[config.mk]
export PLATFORM = sky130hd
export DESIGN_NAME = button_ctrl
export DESIGN_NICKNAME = d
export VERILOG_FILES = /design/src/rtl/button_ctrl_pkg.sv /design/src/rtl/button_sync.sv /design/src/rtl/button_ctrl.sv
export SDC_FILE = /design/constraint.sdc
export NUM_CORES = 1
export LEC_CHECK = 0
export BUFFER_PORTS_ARGS = -buffer_cell sky130_fd_sc_hd__buf_4
export CORE_MARGIN = 10
export CORE_UTILIZATION = 45
export DETAILED_ROUTE_END_ITERATION = 16
export PLACE_DENSITY_LB_ADDON = 0.2
export SYNTH_ARGS = -nofsm -noshare
export SYNTH_HDL_FRONTEND = slang
export SYNTH_SLANG_ARGS = --single-unit
[constraint.sdc]
create_clock -name clk -period 2.9 [get_ports clk]
set_input_delay 0.29 -clock clk [delete_from_list [all_inputs] [get_ports clk]]
set_output_delay 0.29 -clock clk [all_outputs]
set_load 0.1 [all_outputs]
[src/rtl/button_ctrl_pkg.sv]
// Shared types and helpers for the front-panel button controller.
// Holds the FSM state encoding and the button index constants.
package button_ctrl_pkg;

    typedef enum logic [2:0] {
        IDLE     = 3'd0,
        DEBOUNCE = 3'd1,
        HOLD     = 3'd2,
        REPEAT   = 3'd3,
        RELEASE  = 3'd4
    } state_t;

    localparam logic [1:0] BTN_NANO   = 2'd0;
    localparam logic [1:0] BTN_MICRO  = 2'd1;
    localparam logic [1:0] BTN_COARSE = 2'd2;

    function automatic int max3(input int a, input int b, input int c);
        int m;
        m = (a > b) ? a : b;
        return (m > c) ? m : c;
    endfunction

    // Buttons are active low: exactly one zero bit is a valid single press.
    function automatic logic is_single_press(input logic [2:0] btn);
        return (btn == 3'b110) || (btn == 3'b101) || (btn == 3'b011);
    endfunction

    function automatic logic [1:0] press_index(input logic [2:0] btn);
        logic [1:0] idx;
        case (btn)
            3'b110:  idx = BTN_NANO;
            3'b101:  idx = BTN_MICRO;
            3'b011:  idx = BTN_COARSE;
            default: idx = BTN_NANO;
        endcase
        return idx;
    endfunction

    function automatic logic [2:0] btn_mask(input logic [1:0] idx);
        logic [2:0] m;
        case (idx)
            BTN_NANO:   m = 3'b001;
            BTN_MICRO:  m = 3'b010;
            BTN_COARSE: m = 3'b100;
            default:    m = 3'b000;
        endcase
        return m;
    endfunction

endpackage

[src/rtl/button_sync.sv]
// Multi-bit two-flop synchroniser with a configurable reset value.
// Each bit is synchronised independently; no cross-bit coherency is implied.
module button_sync #(
    parameter int               WIDTH   = 1,
    parameter logic [WIDTH-1:0] RST_VAL = '0
) (
    input  logic             clk,
    input  logic             reset,
    input  logic [WIDTH-1:0] d,
    output logic [WIDTH-1:0] q
);

    logic [WIDTH-1:0] meta;

    always_ff @(posedge clk or posedge reset) begin
        if (reset) begin
            meta <= RST_VAL;
            q    <= RST_VAL;
        end else begin
            meta <= d;
            q    <= meta;
        end
    end

endmodule

[src/rtl/button_ctrl.sv]
// Debounced three-button panel producing frequency, phase and PWM-duty step pulses.
//   state    | meaning
//   IDLE     | waiting for exactly one button low
//   DEBOUNCE | pattern must stay stable for DEB_CYCLES clocks
//   HOLD     | first step issued, counting towards auto-repeat
//   REPEAT   | one step every REPEAT_CYCLES clocks while held
//   RELEASE  | all buttons must stay high for DEB_CYCLES clocks
module button_ctrl
    import button_ctrl_pkg::*;
#(
    parameter int                DEB_CYCLES    = 1_000_000,
    parameter int                HOLD_CYCLES   = 25_000_000,
    parameter int                REPEAT_CYCLES = 5_000_000,
    parameter int                DUTY_W        = 32,
    parameter logic [DUTY_W-1:0] DUTY_STEP     = {{(DUTY_W-1){1'b0}}, 1'b1} << (DUTY_W-2),
    parameter bit                DUTY_SAT      = 1'b1
) (
    input  logic              clk,
    input  logic              reset,
    input  logic              freq_phase_sel,
    input  logic              up_down_sel,
    input  logic [2:0]        push_button,
    input  logic              duty_clr,
    output logic [2:0]        freq_step_up,
    output logic [2:0]        freq_step_dn,
    output logic              phase_up,
    output logic              phase_dn,
    output logic [DUTY_W-1:0] pwm_duty,
    output logic              busy
);

    localparam int MAX_CYC = max3(DEB_CYCLES, HOLD_CYCLES, REPEAT_CYCLES);
    localparam int CNT_W   = (MAX_CYC > 1) ? $clog2(MAX_CYC) : 1;

    localparam logic [CNT_W-1:0]  DEB_LAST  = CNT_W'(DEB_CYCLES - 1);
    localparam logic [CNT_W-1:0]  HOLD_LAST = CNT_W'(HOLD_CYCLES - 1);
    localparam logic [CNT_W-1:0]  REP_LAST  = CNT_W'(REPEAT_CYCLES - 1);
    localparam logic [DUTY_W-1:0] DUTY_MID  = {1'b1, {(DUTY_W-1){1'b0}}};

    logic [4:0] sync_d;
    logic [4:0] sync_q;
    logic       sel_freq_s;
    logic       sel_up_s;
    logic [2:0] btn_s;

    state_t           state;
    state_t           state_nxt;
    logic [CNT_W-1:0] cnt;
    logic [CNT_W-1:0] cnt_nxt;
    logic [1:0]       btn_idx;
    logic [2:0]       btn_pat;
    logic             mode_freq;
    logic             mode_up;
    logic             latch;
    logic             step;
    logic             step_req;
    logic             all_high;
    logic             pat_same;

    logic              duty_evt;
    logic [DUTY_W:0]   duty_sum;
    logic [DUTY_W:0]   duty_dif;
    logic [DUTY_W-1:0] duty_nxt;

    // Selectors share the button synchroniser so a press and its mode are seen on the same clock.
    assign sync_d = {freq_phase_sel, up_down_sel, push_button};

    button_sync #(
        .WIDTH   (5),
        .RST_VAL (5'b11111)
    ) u_sync (
        .clk   (clk),
        .reset (reset),
        .d     (sync_d),
        .q     (sync_q)
    );

    assign sel_freq_s = sync_q[4];
    assign sel_up_s   = sync_q[3];
    assign btn_s      = sync_q[2:0];

    assign all_high = &btn_s;
    assign pat_same = (btn_s == btn_pat);
    assign busy     = (state != IDLE);

    always_ff @(posedge clk or posedge reset) begin
        if (reset) begin
            state     <= IDLE;
            cnt       <= '0;
            btn_idx   <= '0;
            btn_pat   <= '0;
            mode_freq <= 1'b0;
            mode_up   <= 1'b0;
            step_req  <= 1'b0;
        end else begin
            state    <= state_nxt;
            cnt      <= cnt_nxt;
            step_req <= step;
            if (latch) begin
                btn_idx   <= press_index(btn_s);
                btn_pat   <= btn_s;
                mode_freq <= sel_freq_s;
                mode_up   <= sel_up_s;
            end
        end
    end

    always_comb begin
        state_nxt = state;
        cnt_nxt   = cnt;
        latch     = 1'b0;
        step      = 1'b0;
        case (state)
            IDLE: begin
                if (is_single_press(btn_s)) begin
                    latch     = 1'b1;
                    cnt_nxt   = '0;
                    state_nxt = DEBOUNCE;
                end
            end
            DEBOUNCE: begin
                if (!pat_same) begin
                    cnt_nxt   = '0;
                    state_nxt = IDLE;
                end else if (cnt == DEB_LAST) begin
                    step      = 1'b1;
                    cnt_nxt   = '0;
                    state_nxt = HOLD;
                end else begin
                    cnt_nxt = cnt + CNT_W'(1);
                end
            end
            HOLD: begin
                // Release and a second button both end the press without a further step.
                if (all_high || !pat_same) begin
                    cnt_nxt   = '0;
                    state_nxt = RELEASE;
                end else if (cnt == HOLD_LAST) begin
                    step      = 1'b1;
                    cnt_nxt   = '0;
                    state_nxt = REPEAT;
                end else begin
                    cnt_nxt = cnt + CNT_W'(1);
                end
            end
            REPEAT: begin
                if (all_high || !pat_same) begin
                    cnt_nxt   = '0;
                    state_nxt = RELEASE;
                end else if (cnt == REP_LAST) begin
                    step    = 1'b1;
                    cnt_nxt = '0;
                end else begin
                    cnt_nxt = cnt + CNT_W'(1);
                end
            end
            RELEASE: begin
                if (!all_high) begin
                    cnt_nxt = '0;
                end else if (cnt == DEB_LAST) begin
                    cnt_nxt   = '0;
                    state_nxt = IDLE;
                end else begin
                    cnt_nxt = cnt + CNT_W'(1);
                end
            end
            default: begin
                cnt_nxt   = '0;
                state_nxt = IDLE;
            end
        endcase
    end

    // Latched mode only; step_req lags the FSM by one clock and latch cannot fire in HOLD/REPEAT.
    always_ff @(posedge clk or posedge reset) begin
        if (reset) begin
            freq_step_up <= '0;
            freq_step_dn <= '0;
            phase_up     <= 1'b0;
            phase_dn     <= 1'b0;
        end else begin
            freq_step_up <= '0;
            freq_step_dn <= '0;
            phase_up     <= 1'b0;
            phase_dn     <= 1'b0;
            if (step_req && mode_freq) begin
                if (mode_up) begin
                    freq_step_up <= btn_mask(btn_idx);
                end else begin
                    freq_step_dn <= btn_mask(btn_idx);
                end
            end else if (step_req && (btn_idx == BTN_MICRO)) begin
                phase_up <= mode_up;
                phase_dn <= !mode_up;
            end
        end
    end

    assign duty_evt = step_req && !mode_freq && (btn_idx == BTN_NANO);

    always_comb begin
        duty_sum = {1'b0, pwm_duty} + {1'b0, DUTY_STEP};
        duty_dif = {1'b0, pwm_duty} - {1'b0, DUTY_STEP};
        duty_nxt = pwm_duty;
        if (mode_up) begin
            duty_nxt = (DUTY_SAT && duty_sum[DUTY_W]) ? {DUTY_W{1'b1}} : duty_sum[DUTY_W-1:0];
        end else begin
            duty_nxt = (DUTY_SAT && duty_dif[DUTY_W]) ? {DUTY_W{1'b0}} : duty_dif[DUTY_W-1:0];
        end
    end

    always_ff @(posedge clk or posedge reset) begin
        if (reset) begin
            pwm_duty <= DUTY_MID;
        end else if (duty_clr) begin
            pwm_duty <= DUTY_MID;
        end else if (duty_evt) begin
            pwm_duty <= duty_nxt;
        end
    end

endmodule

Yosys cells after proc, flatten, opt, wreduce, memory -nomap -nowiden:

Index checks and enable logic that the tools add are counted.

* bits in registers: 86
* input bits: 8
* logic and storage cells: 94

* eq/ne operators: 19
* multiplexer cells: 42
* add/sub/neg operators: 3
* reduce and logical (&&, ||, !) cells: 16

Operators by type and width (count)
* two-way mux 25 bit: 8
* two-way mux 32 bit: 5
* one-hot mux 25 bit (5 select lines): 1
* two-way mux 3 bit: 12
* adder 32 x 31 -> 33 bit (second input constant): 1
* subtractor 32 x 31 -> 33 bit (second input constant): 1
* adder 25 x 1 -> 25 bit (second input constant): 1
* equality test 25 x 20 -> 1 bit (second input constant): 1
* equality test 25 x 23 -> 1 bit (second input constant): 1
* equality test 25 bit (second input constant): 1
* one-hot mux 3 bit (5 select lines): 1
* two-way mux 1 bit: 12
* equality test 3 x 2 -> 1 bit (second input constant): 3
* equality test 3 bit (second input constant): 3
* one-hot mux 3 bit (3 select lines): 1
* inequality test 2 bit (second input constant): 4
* inequality test 3 bit (second input constant): 2
* AND reduction 6 bit: 1
* logical AND 1 bit: 4
* one-hot mux 2 bit (2 select lines): 1
* equality test 3 x 1 -> 1 bit (second input constant): 1
* equality test 3 bit: 1
* logical NOT 1 bit: 3
* logical NOT 3 bit: 1
* other kinds (8): 10

Logic depth before layout (Yosys ltp):

Gate-level depths: netlist (run 1).

* depth in word-level cells: 5
* mapped depth: 9
* gate-level depth less buffers: 7

Hierarchy:

A second synthesis (run 1) with hierarchy kept.

* cell total of the unflattened synthesis: 299
* area total of the unflattened synthesis: 2960.3 um^2

Modules (own cells, without submodules)
* button_ctrl: area an instance 2693.8 um^2, cells each 288, times used 1
* button_sync: area an instance 266.5 um^2, cells each 11, times used 1

Worst setup path after synthesis (run 1):

OpenSTA, ideal clock, no wires.

* kind: register to register
* start: register state[0]
* end: register cnt[15]
* data arrival time: 2.607 ns
* setup time: 0.118 ns
* buffers on the path: 3
* setup slack: 0.175 ns
* stages on the path, launching flop included: 10
* cells stage by stage: dfrtp_1 > clkbuf_1 > or3_1 > clkbuf_1 > a211oi_4 > and4b_1 > clkbuf_1 > nand4_1 > xor2_1 > nor2_1

* word-level cells in the longest chain between the ends: 2
* elaborated cells between the ends (all ways): 7

RTL lines
* start, declared: line button_ctrl.sv:46 `state_t state;`
* start signal, assigned: line button_ctrl.sv:96 `state <= state_nxt;`
* equality test 3 bit (tied with other cells): line button_ctrl.sv:113 `case (state)`
* one-hot mux 25 bit (5 select lines) or inequality test 2 bit (tied branches)
* end signal, assigned: line button_ctrl.sv:97 `cnt <= cnt_nxt;`
* end, declared: line button_ctrl.sv:48 `logic [CNT_W-1:0] cnt;`

Several ways; a longest one is shown, not always the timed one.
A chain may end at the register's enable or synchronous reset.

Worst setup path in the final report (run 1):

* start: register cnt[0]
* end: register cnt[15]

* word-level cells in the longest chain between the ends: 4
* elaborated cells between the ends (all ways): 12

RTL lines (line)
* adder 25 x 1 -> 25 bit (tied with other cells)
* two-way mux 25 bit (on tied branches) (2 in a row)
* one-hot mux 25 bit (5 select lines) *: button_ctrl.sv:113

Every way passes the cells marked *; elsewhere a longest branch is shown, timed or not.

==> impl_results.md, run 1 <==
- Avg Inst Size Synth: 9.69 um2
- Wirelength, routed: 5980 um
- Worst r2r src: cnt[0]$_DFFE_PP0P_
- Hold Violations, Final: 0
- Kind of cell adding the most delay to the critical path: simple AND/OR/NAND/NOR gates
- # diodes: 0
- Tcrit/Tclk final: 0.894
- RSZ-0062 raised after global routing: false
- Final setup vio count: 0
- Die ar.: 0.0103 mm2
- Largest net degree at the start of global routing: 33
- Clk_lat worst skew: 0.34 ns
- Ys flop type: dfrtp_1
- Hold depth: 1
- Syn Nets: 317
- Num CTS Buffers: 9
- Final #Nets: 342
- Worst R2R Path Depth: 7
- Worst slew pin tran: 0.799 ns
- Sequential cell area fraction in the yosys report: 0.483
- H-tree levels: 3
- Post-detail-place hpwl: 4390 um
- First-pass GRT wire length: 10400 um
- Clock Tree Root: clkbuf_8
- Yosys reg bits: 57
- Clk_skew: 0.00629 ns
- Buf/Inv on CP: 0
- CP Data Arrival Time: 2.80 ns
- Final min period: 2.59 ns
- Int Pwr: 1.53 mW
- Min-Delay Endpoint: u_sync.meta[1]$_DFF_PP1_
- CTS Hold Bufs: 1
- Comb pwr share: 0.346
- Area leader, netlist: dfrtp_1
- Sw power: 1.09 mW
- CORE AREA: 0.00639 mm2
- Max Buffers Root-to-Sink: 2
- Die height: 101 um
- Slew margin rel.: 0.467
- Number of port buffers: 48
- Num rows: 29
- Vias in the first global route: 2152
- Power Total: 2.62 mW
- Yosys cell types: 44
- Hold path start: push_button[1]
- Starting Density: 0.467
- Post-synth EDFFs: 0
- Post-synth top area share: 0.386
- CP max-delay cell: or4_1
- Post-CTS sizing: 0
- Top post-synthesis cells by count: dfrtp_1 (46), nand2_1 (40), nor2_1 (34)
- Pwr/cell area: 770 mW/mm2
- Placer congestion estimate: 0.808
- Total grt overflow: 0
- Hold slack: 0.0574 ns
- Die W: 101 um
- Cell area after synthesis: 0.00298 mm2
- GRT Overall Usage: 0.126
- FMAX: 386 MHz
- Proportion of layout cells with a drive suffix above 1: 0.275
- Via count: 2153
- Worst reg2reg path endpoint: cnt[15]$_DFFE_PP0P_
- Synth area leaders: dfrtp_1 (39%), dfstp_2 (9.7%), buf_4 (7.3%), nand2_1 (5.0%), xor2_1 (4.4%)
- Clock transition at path regs: 0.07 ns
- Initial antenna violation count: 0
- Lkg Pwr: 1.58 nW
- I/O pins: 49
- Worst-path cell chain: ha_1, and3_1, nand4_1, or4_1, a32o_2, nor3_4, nor2_1
- Sw Share: 0.416
- Outcome: finished, final reports clean
- Detail Route Antenna Nets: 0
- Setup Crit Path Kind: reg2reg
- Max-slew violations: 0
- Worst Hold Class: in2reg
- # clock sinks: 57
- Worst path required time: 3.11 ns
- Synth Warn #: 0
- Buffer count from post-CTS setup fixing: 0
- Post-synth ARST share: 1.00
- Setup TNS: 0 ns
- Worst setup path start: cnt[0]$_DFFE_PP0P_
- Clock power frac: 0.274
- Synth Instances: 308
- Routed vias/inst: 5.19
- CTS tree: built
- Largest stage delay, worst path: 0.58 ns
- Area Overhead vs Synth: 14.0%
- 1st-pass router iterations: 4
- Residual DRC: 0
- Flop2flop setup slack: 0.31 ns
- Max-Cap Viols: 0
- Routed WL per cell: 14.4 um
- Crit. End Element: flip-flop
- Reg power frac: 0.380
- Critical Path Source Type: flip-flop
- Cell with the most instances after synthesis: dfrtp_1
- CP Max Fanout: 13
- IR drop worst, VDD: 530 uV
- Drt initial violations: 87
-- through the flow --
stage,instances,worst slack [ns],cell area [um2],util
6_report,415,0.307,3400,0.533
5_1_grt,415,0.0667,3400,0.533
4_1_cts,415,0.286,3400,0.533
3_5_place_dp,398,0.305,3200,0.501
3_3_place_gp,398,0.353,3200,0.501
2_1_floorplan,308,0.175,2980,-
-- placed cells by master (no fill, tap or decap), types with 2 or more instances in the layout --
cell,netlist,layout
nand3_1,13,13
nand3b_1,2,2
and3_1,6,6
clkinvlp_4,0,3
buf_4,29,52
xor2_1,15,15
o21ai_0,8,8
inv_1,6,5
dfrtp_1,46,46
o21ai_1,2,2
o21bai_1,2,2
a21oi_1,5,5
and2_1,7,7
nand4_1,7,7
o22ai_1,8,8
mux2i_1,3,3
clkbuf_8,0,9
mux2_2,6,6
nand2b_1,3,3
nor2b_1,9,9
nand2_1,40,40
clkinv_2,0,2
or3_1,3,3
xnor2_1,2,2
nor2_1,34,34
or4_1,4,4
nor3_1,9,9
dfstp_2,11,11
nor4_1,3,3
-- how the worst max path moves through the flow --
stage                           to  cells after the start
2_1_floorplan  cnt[15]$_DFFE_PP0P_                      9
3_3_place_gp   cnt[16]$_DFFE_PP0P_                      7
3_5_place_dp   cnt[13]$_DFFE_PP0P_                      7
4_1_cts        cnt[13]$_DFFE_PP0P_                      7
5_1_grt        cnt[14]$_DFFE_PP0P_                      7
6_report       cnt[15]$_DFFE_PP0P_                      7
-- final cells by class --
type | count | area, um2
fillers | 598 | 2980
flip-flops and latches | 57 | 1440
multi-input cells | 206 | 1250
repair buffers | 53 | 400
clock buffers | 9 | 124
well taps | 77 | 96.3
clock inverters | 7 | 71.3
inverters | 6 | 22.5
-- logic make-up (layout without fill, tap and decap cells) --
kind of cell | Yosys count | in the layout | synth area share
XOR/XNOR | 17 | 17 | 0.0499
AO/OA/AOI/OAI | 32 | 32 | 0.0792
multiplexers | 9 | 9 | 0.0327
adder cells (fa/ha/maj) | 1 | 1 | 0.00419
flip-flops | 57 | 57 | 0.483
buffers and inverters | 45 | 75 | 0.0990
AND/OR/NAND/NOR | 147 | 147 | 0.252
-- power by group through the flow --
stage               Clock [mW]  Sequential [mW]  Combinational, mW
floorplan                    0            0.976              0.825
global placement             0             1.00              0.909
detailed placement           0             1.01              0.912
CTS                      0.747            0.994              0.916
global route             0.774             1.01              0.982
finish                   0.719            0.995              0.906
-- sequential cells by signal (all words and copies together) (netlist names) --
register / flops
step_req: 1
mode_up: 1
cnt: 25
btn_idx: 2
u_sync.q: 5
pwm_duty: 3
btn_pat: 3
state: 3
phase_dn: 1
mode_freq: 1
u_sync.meta: 5
freq_step_dn: 3
freq_step_up: 3
phase_up: 1
-- per-layer routing --
metal / track usage / wire length (um) / up-vias
met5: 0 / 0 / -
met4: 0.0654 / 131 / 0
met3: 0.0477 / 531 / 12
met2: 0.181 / 2520 / 54
met1: 0.160 / 2800 / 1018
li1: - / - / 1069
(Power assumes the default switching activity.)
==> run 2, diff against run 1 <==
- ABC_AREA: default -> 1
==> run 2 against run 1 <==
Compared with the run above:
- global-route usage increased by 3.5 points
- sequential share of layout area shrank 9.3 points
- fmax up 24%
- clock-buffer cell count unchanged
- largest power group unchanged
- critical endpoint is now cnt[19]$_DFFE_PP0P_
- largest cell class is now multi-input gates
==> impl_results.md, run 2 <==
- Setup TNS: 0 ns (unchanged)
- Syn Nets: 576 (was 317)
- Buf/Inv on CP: 2 (was 0)
- Number of port buffers: 48 (unchanged)
- Worst-path cell chain: ha_1, inv_1, nor2_4, nand3_4, nor2_2, nand2_2, nand2_1, nand2_2, nor2_8, nand3_4, nand2_1, inv_1 (was ha_1, and3_1, nand4_1, or4_1, a32o_2, nor3_4, nor2_1)
- Post-synth ARST share: 1.00 (unchanged)
- Most frequent cells in the layout: nand2_1 (151), nor2_1 (89), inv_1 (62) (was buf_4 (52), dfrtp_1 (46), nand2_1 (40))
- Ys flop type: dfrtp_1 (unchanged)
- Top post-synthesis cells by count: nand2_1 (151), nor2_1 (89), inv_1 (63) (was dfrtp_1 (46), nand2_1 (40), nor2_1 (34))
- RSZ-0062 raised after global routing: false (unchanged)
- Critical Path Source Type: flip-flop (unchanged)
- CTS tree: built (unchanged)
- Area leader, netlist: dfrtp_1 (unchanged)
- Crit. End Element: flip-flop (unchanged)
- Num CTS Buffers: 9 (unchanged)
- Commonest non-fill, non-tap cell in the layout: nand2_1 (was buf_4)
- Max Buffers Root-to-Sink: 2 (unchanged)
- Largest net degree at the start of global routing: 33 (unchanged)
- Clk_lat worst skew: 0.36 ns (was 0.34 ns)
- Yosys reg bits: 57 (unchanged)
- Hold Violations, Final: 0 (unchanged)
- Avg Inst Size Synth: 6.91 um2 (was 9.69 um2)
- # diodes: 0 (unchanged)
- Post-route cell area: 0.00437 mm2 (was 0.00340 mm2)
- Largest stage delay, worst path: 0.47 ns (was 0.58 ns)
- Max-Cap Viols: 0 (unchanged)
- Routed WL per cell: 14.5 um (was 14.4 um)
- Placer congestion estimate: 0.972 (was 0.808)
- Synth Warn #: 0 (unchanged)
- Residual DRC: 0 (unchanged)
- Wirelength, routed: 10200 um (was 5980 um)
- Outcome: finished, final reports clean (unchanged)
- Area Overhead vs Synth: 11.5% (was 14.0%)
- 1st-pass router iterations: 5 (was 4)
- Max-slew violations: 0 (unchanged)
- Worst setup path start: cnt[0]$_DFFE_PP0P_ (unchanged)
- Setup Crit Path Kind: reg2reg (unchanged)
- Initial antenna violation count: 0 (unchanged)
- Cell with the most instances after synthesis: nand2_1 (was dfrtp_1)
- Hold slack: 0.00507 ns (was 0.0574 ns)
- CORE AREA: 0.00834 mm2 (was 0.00639 mm2)
- Starting Density: 0.470 (was 0.467)
- Die height: 113 um (was 101 um)
- Post-CTS sizing: 0 (unchanged)
- # clock sinks: 57 (unchanged)
- Setup crit end: cnt[19]$_DFFE_PP0P_ (was cnt[15]$_DFFE_PP0P_)
- Cell area after synthesis: 0.00392 mm2 (was 0.00298 mm2)
- Worst reg2reg path endpoint: cnt[19]$_DFFE_PP0P_ (was cnt[15]$_DFFE_PP0P_)
- Final #Nets: 601 (was 342)
- Post-detail-place hpwl: 7640 um (was 4390 um)
- Slew margin rel.: 0.482 (was 0.467)
- Routed vias/inst: 5.30 (was 5.19)
- Post-synth EDFFs: 0 (unchanged)
- Max FFs per register: 25 (unchanged)
- CP max-delay cell: dfrtp_1 (was or4_1)
- Die W: 113 um (was 101 um)
- CP Data Arrival Time: 2.35 ns (was 2.80 ns)
- Drt initial violations: 335 (was 87)
- Num rows: 33 (was 29)
- H-tree levels: 3 (unchanged)
- Synth area leaders: dfrtp_1 (29%), nand2_1 (14%), nor2_1 (8.5%), dfstp_2 (7.4%), nand3_1 (6.4%) (was dfrtp_1 (39%), dfstp_2 (9.7%), buf_4 (7.3%), nand2_1 (5.0%), xor2_1 (4.4%))
- Vias in the first global route: 3460 (was 2152)
- FMAX: 478 MHz (was 386 MHz)
- Final setup vio count: 0 (unchanged)
- Worst R2R Path Depth: 12 (was 7)
- Die ar.: 0.0128 mm2 (was 0.0103 mm2)
- I/O pins: 49 (unchanged)
- Worst path depth: 12 (was 7)
- Kind of cell adding the most delay to the critical path: simple AND/OR/NAND/NOR gates (unchanged)
- GRT Overall Usage: 0.161 (was 0.126)
- Clk_skew: 0.0109 ns (was 0.00629 ns)
- Post-synth top area share: 0.294 (was 0.386)
- Detail Route Antenna Nets: 0 (unchanged)
- IR drop worst, VDD: 338 uV (was 530 uV)
- Via count: 3723 (was 2153)
- Worst slew pin tran: 0.777 ns (was 0.799 ns)
- Clock transition at path regs: 0.08 ns (was 0.07 ns)
- Largest regs: cnt x25, u_sync.meta x5, u_sync.q x5 (unchanged)
- Buffer count from post-CTS setup fixing: 0 (unchanged)
- Lkg Pwr: 2.13 nW (was 1.58 nW)
- Final min period: 2.09 ns (was 2.59 ns)
- Sequential cell area fraction in the yosys report: 0.368 (was 0.483)
- Synth Instances: 567 (was 308)
- First-pass GRT wire length: 17000 um (was 10400 um)
- Largest Register: cnt (unchanged)
- Yosys cell types: 34 (was 44)
- Total grt overflow: 0 (unchanged)
- Placed Area: 0.00417 mm2 (was 0.00320 mm2)
- Worst Hold Class: in2async (was in2reg)
- Pwr/cell area: 583 mW/mm2 (was 770 mW/mm2)
- Clock Tree Root: clkbuf_8 (unchanged)
- Tcrit/Tclk final: 0.722 (was 0.894)
- Proportion of layout cells with a drive suffix above 1: 0.176 (was 0.275)
- CTS Hold Bufs: 0 (was 1)
- CP Max Fanout: 8 (was 13)
- Worst r2r src: cnt[0]$_DFFE_PP0P_ (unchanged)
- Flop2flop setup slack: 0.81 ns (was 0.31 ns)
- Worst path required time: 3.16 ns (was 3.11 ns)
## run 2: cell type report
cell class	instances	area (um2)
Tap cell	105	131
Inverter	69	259
Multi-Input combinational cell	403	1940
Clock buffer	9	124
Timing Repair Buffer	52	390
Fill cell	791	3970
Clock inverter	7	77.6
Sequential cell	57	1440
## run 2: cell families (layout without fill, tap and decap cells)
logic type                 Yosys count  in the layout  synth area share
AOI/OAI and AO/OA                   31             31            0.0454
xor gates and xnor gates            12             12            0.0268
adders and majority gates            1              1           0.00319
buffers and inverters              107            137             0.136
DFF                                 57             57             0.368
and+or+nand+nor                    359            359             0.421
## run 2: power breakdown
part           internal [mW]  switching [mW]  total (mW)  leakage, nW
sequential             0.877          0.0689       0.946        0.744
clock                  0.403           0.379       0.782        0.100
combinational          0.194           0.623       0.817         1.29
## run 2: per-layer routing
layer	vias to the layer above	wire, um	track usage
met5	-	0	0
met1	1723	4440	0.205
met2	145	4670	0.251
li1	1840	-	-
met4	0	192	0.0694
met3	15	867	0.0428
## run 2: how the worst min path moves through the flow
stage / from / to / slack [ns] / cells past startpoint
finish: reset / cnt[0]$_DFFE_PP0P_ / 0.005 / 2
global route: freq_phase_sel / u_sync.meta[4]$_DFF_PP1_ / 0.02 / 1
CTS: reset / cnt[0]$_DFFE_PP0P_ / 0.02 / 2
detailed placement: u_sync.meta[0]$_DFF_PP1_ / u_sync.q[0]$_DFF_PP1_ / 0.35 / 0
global placement: u_sync.meta[4]$_DFF_PP1_ / u_sync.q[4]$_DFF_PP1_ / 0.35 / 0
floorplan: push_button[0] / u_sync.meta[0]$_DFF_PP1_ / 0.29 / 0
## run 2: through the flow
stage | instances | total power, mW | setup WS, ns | utilization
floorplan | 567 | 1.55 | 0.790 | -
global placement | 686 | 1.76 | 0.859 | 0.499
detailed placement | 686 | 1.77 | 0.807 | 0.499
CTS | 702 | 2.57 | 0.795 | 0.524
global route | 702 | 2.71 | 0.625 | 0.524
finish | 702 | 2.54 | 0.806 | 0.524
==> run 3, diff against run 2 <==
- clock period: 2.9 -> 1.96 ns (I/O delays scaled with it)
==> run 3 against run 2 <==
Compared with the run above:
- largest power group unchanged
- global-route usage is 0.33 points higher
- cell area is 7.5% higher
- final cell count is 4.8% higher
- combinational power is 65% higher
- clock-buffer cell count stayed put
- critical path type unchanged
- setup slack worse by 0.66 ns
- die area stayed put
- critical path depth is 3 lower
- fmax is 15% higher
- largest cell class unchanged
==> impl_results.md, run 3 (synthesis gave the netlist of run 2 again) <==
- Outcome: finished, final reports clean (unchanged)
- Routed WL per cell: 14.5 um (about the same)
- Detail Route Antenna Nets: 0 (unchanged)
- Commonest non-fill, non-tap cell in the layout: nand2_1 (unchanged)
- Hold slack: 0.0151 ns (was 0.00507 ns)
- Placed Area: 0.00432 mm2 (was 0.00417 mm2)
- Final min period: 1.82 ns (was 2.09 ns)
- Initial antenna violation count: 0 (unchanged)
- Residual DRC: 0 (unchanged)
- Die ar.: 0.0128 mm2 (unchanged)
- Largest Register: cnt (unchanged)
- Clk_skew: 0.00996 ns (was 0.0109 ns)
- Non-Filler Instances: 736 (was 702)
- Max-Cap Viols: 0 (unchanged)
- Area Overhead vs Synth: 19.9% (was 11.5%)
- Routed vias/inst: 5.29 (was 5.30)
- Pwr/cell area: 832 mW/mm2 (was 583 mW/mm2)
- Setup TNS: 0 ns (unchanged)
- Num rows: 33 (unchanged)
- Worst Hold Class: in2reg (was in2async)
- Setup slack at placement: 0.00152 ns (was 0.807 ns)
- Max Buffers Root-to-Sink: 2 (unchanged)
- Drt initial violations: 287 (was 335)
- # clock sinks: 57 (unchanged)
- First-pass GRT wire length: 17500 um (was 17000 um)
- Most frequent cells in the layout: nand2_1 (150), nor2_1 (85), buf_4 (79) (was nand2_1 (151), nor2_1 (89), inv_1 (62))
- Critical Path Source Type: flip-flop (unchanged)
- Wirelength, routed: 10700 um (was 10200 um)
- Multi-input logic area: 0.00200 mm2 (was 0.00194 mm2)
- CORE AREA: 0.00834 mm2 (unchanged)
- Number of fill cells: 796 (was 791)
- FMAX: 550 MHz (was 478 MHz)
- Clk_lat worst skew: 0.34 ns (was 0.36 ns)
- Lkg Pwr: 2.29 nW (was 2.13 nW)
- Largest regs: cnt x25, u_sync.meta x5, u_sync.q x5 (unchanged)
- Final setup margin: 0.141 ns (was 0.806 ns)
- CP Data Arrival Time: 2.06 ns (was 2.35 ns)
- Max FFs per register: 25 (unchanged)
- Total grt overflow: 0 (unchanged)
- H-tree levels: 3 (unchanged)
- Final setup vio count: 0 (unchanged)
- Post-route cell area: 0.00470 mm2 (was 0.00437 mm2)
- Die height: 113 um (unchanged)
- Via count: 3897 (was 3723)
- Max-slew violations: 0 (unchanged)
- Clock transition at path regs: 0.08 ns (about the same)
- Register area: 0.00145 mm2 (was 0.00144 mm2)
- Number of port buffers: 48 (unchanged)
- CTS tree: built (unchanged)
- Starting Density: 0.470 (unchanged)
- Die W: 113 um (unchanged)
- Vias in the first global route: 3676 (was 3460)
- Tcrit/Tclk final: 0.928 (was 0.722)
- Final #Nets: 635 (was 601)
- Slew margin rel.: 0.681 (was 0.482)
- Largest net degree at the start of global routing: 33 (unchanged)
- Num CTS Buffers: 9 (unchanged)
- CP Max Fanout: 7 (was 8)
- Worst slew pin tran: 0.478 ns (was 0.777 ns)
- Proportion of layout cells with a drive suffix above 1: 0.235 (was 0.176)
- 1st-pass router iterations: 6 (was 5)
- Crit. End Element: flip-flop (unchanged)
- Setup Crit Path Kind: reg2reg (unchanged)
- IR drop worst, VDD: 450 uV (was 338 uV)
- Clock Tree Root: clkbuf_8 (unchanged)
- # diodes: 0 (unchanged)
- Worst path required time: 2.20 ns (was 3.16 ns)
- I/O pins: 49 (unchanged)
- Placer congestion estimate: 0.917 (was 0.972)
- Post-detail-place hpwl: 8110 um (was 7640 um)
- Placed insts: 706 (was 686)
- GRT Overall Usage: 0.164 (was 0.161)
- Hold Violations, Final: 0 (unchanged)
## run 3: changes by cell type in the layout (fill, tap and decap cells not counted), sizes merged
| cell | previous run | this run |
|---|---|---|
| buf | 52 | 79 |
| dlygate4sd3 | 0 | 6 |
| clkinvlp | 1 | 3 |
| clkinv | 7 | 6 |
## run 3: where the power goes
| group | switching (mW) | total (mW) | leakage [nW] | internal (mW) |
|---|---|---|---|---|
| Combinational | 0.971 | 1.35 | 1.45 | 0.381 |
| Sequential | 0.0992 | 1.40 | 0.736 | 1.30 |
| Clock | 0.561 | 1.16 | 0.100 | 0.598 |
| Total | 1.63 | 3.91 | 2.29 | 2.28 |
## run 3: critical path, cell delays in order, from the launching register on
cell	delay [ns]
dfrtp_1	0.45
ha_4	0.18
inv_1	0.06
nor2_4	0.13
nand2_1	0.20
nor3_1	0.28
nand3_1	0.13
xor2_1	0.17
nand2_1	0.07
inv_1	0.03
## run 3: per-stage QoR
| step | utilization | power [mW] |
|---|---|---|
| after floorplan | - | 2.29 |
| after global placement | 0.518 | 2.67 |
| after detailed placement | 0.518 | 2.71 |
| after CTS | 0.549 | 3.88 |
| after global routing | 0.563 | 4.12 |
| final | 0.563 | 3.91 |
## run 3: layout make-up
cell class,instances,area share
multi-input combinational,403,0.425
sequential,57,0.308
timing repair buffer,85,0.139
inverter,69,0.0560
tap,105,0.0280
clock buffer,9,0.0264
clock inverter,7,0.0165
timing repair inverter,1,0.00107
## run 3: routing by layer
layer / GRT usage / part of all wire
met5: 0 / 0
met2: 0.269 / 0.45
met3: 0.0507 / 0.083
met1: 0.196 / 0.43
met4: 0.0660 / 0.034
## run 3: final timing paths
check                                          from                         to  slack (ns)  depth (start not counted)
setup / recovery                 cnt[1]$_DFFE_PP0P_        cnt[24]$_DFFE_PP0P_        0.14                          9
hold / removal                             duty_clr   pwm_duty[28]$_DFFE_PP0P_        0.02                          2
setup reg to reg                 cnt[1]$_DFFE_PP0P_        cnt[24]$_DFFE_PP0P_        0.14                          9
hold reg to reg            u_sync.meta[0]$_DFF_PP1_      u_sync.q[0]$_DFF_PP1_        0.36                          0
max in group asynchronous                     reset         cnt[8]$_DFFE_PP0P_        0.93                          4
min in group asynchronous                     reset  freq_step_dn[2]$_DFF_PP0_        0.43                          3
## run 3: what timing repair did
item | CTS | global route
gates resized for setup | 1 | 16
pin swaps | 0 | 2
endpoints found under the hold margin | 16 | 0
setup buffers | 0 | 7
endpoints found under the setup margin | 15 | 26
cloned | 0 | 1
hold buffers | 6 | 0
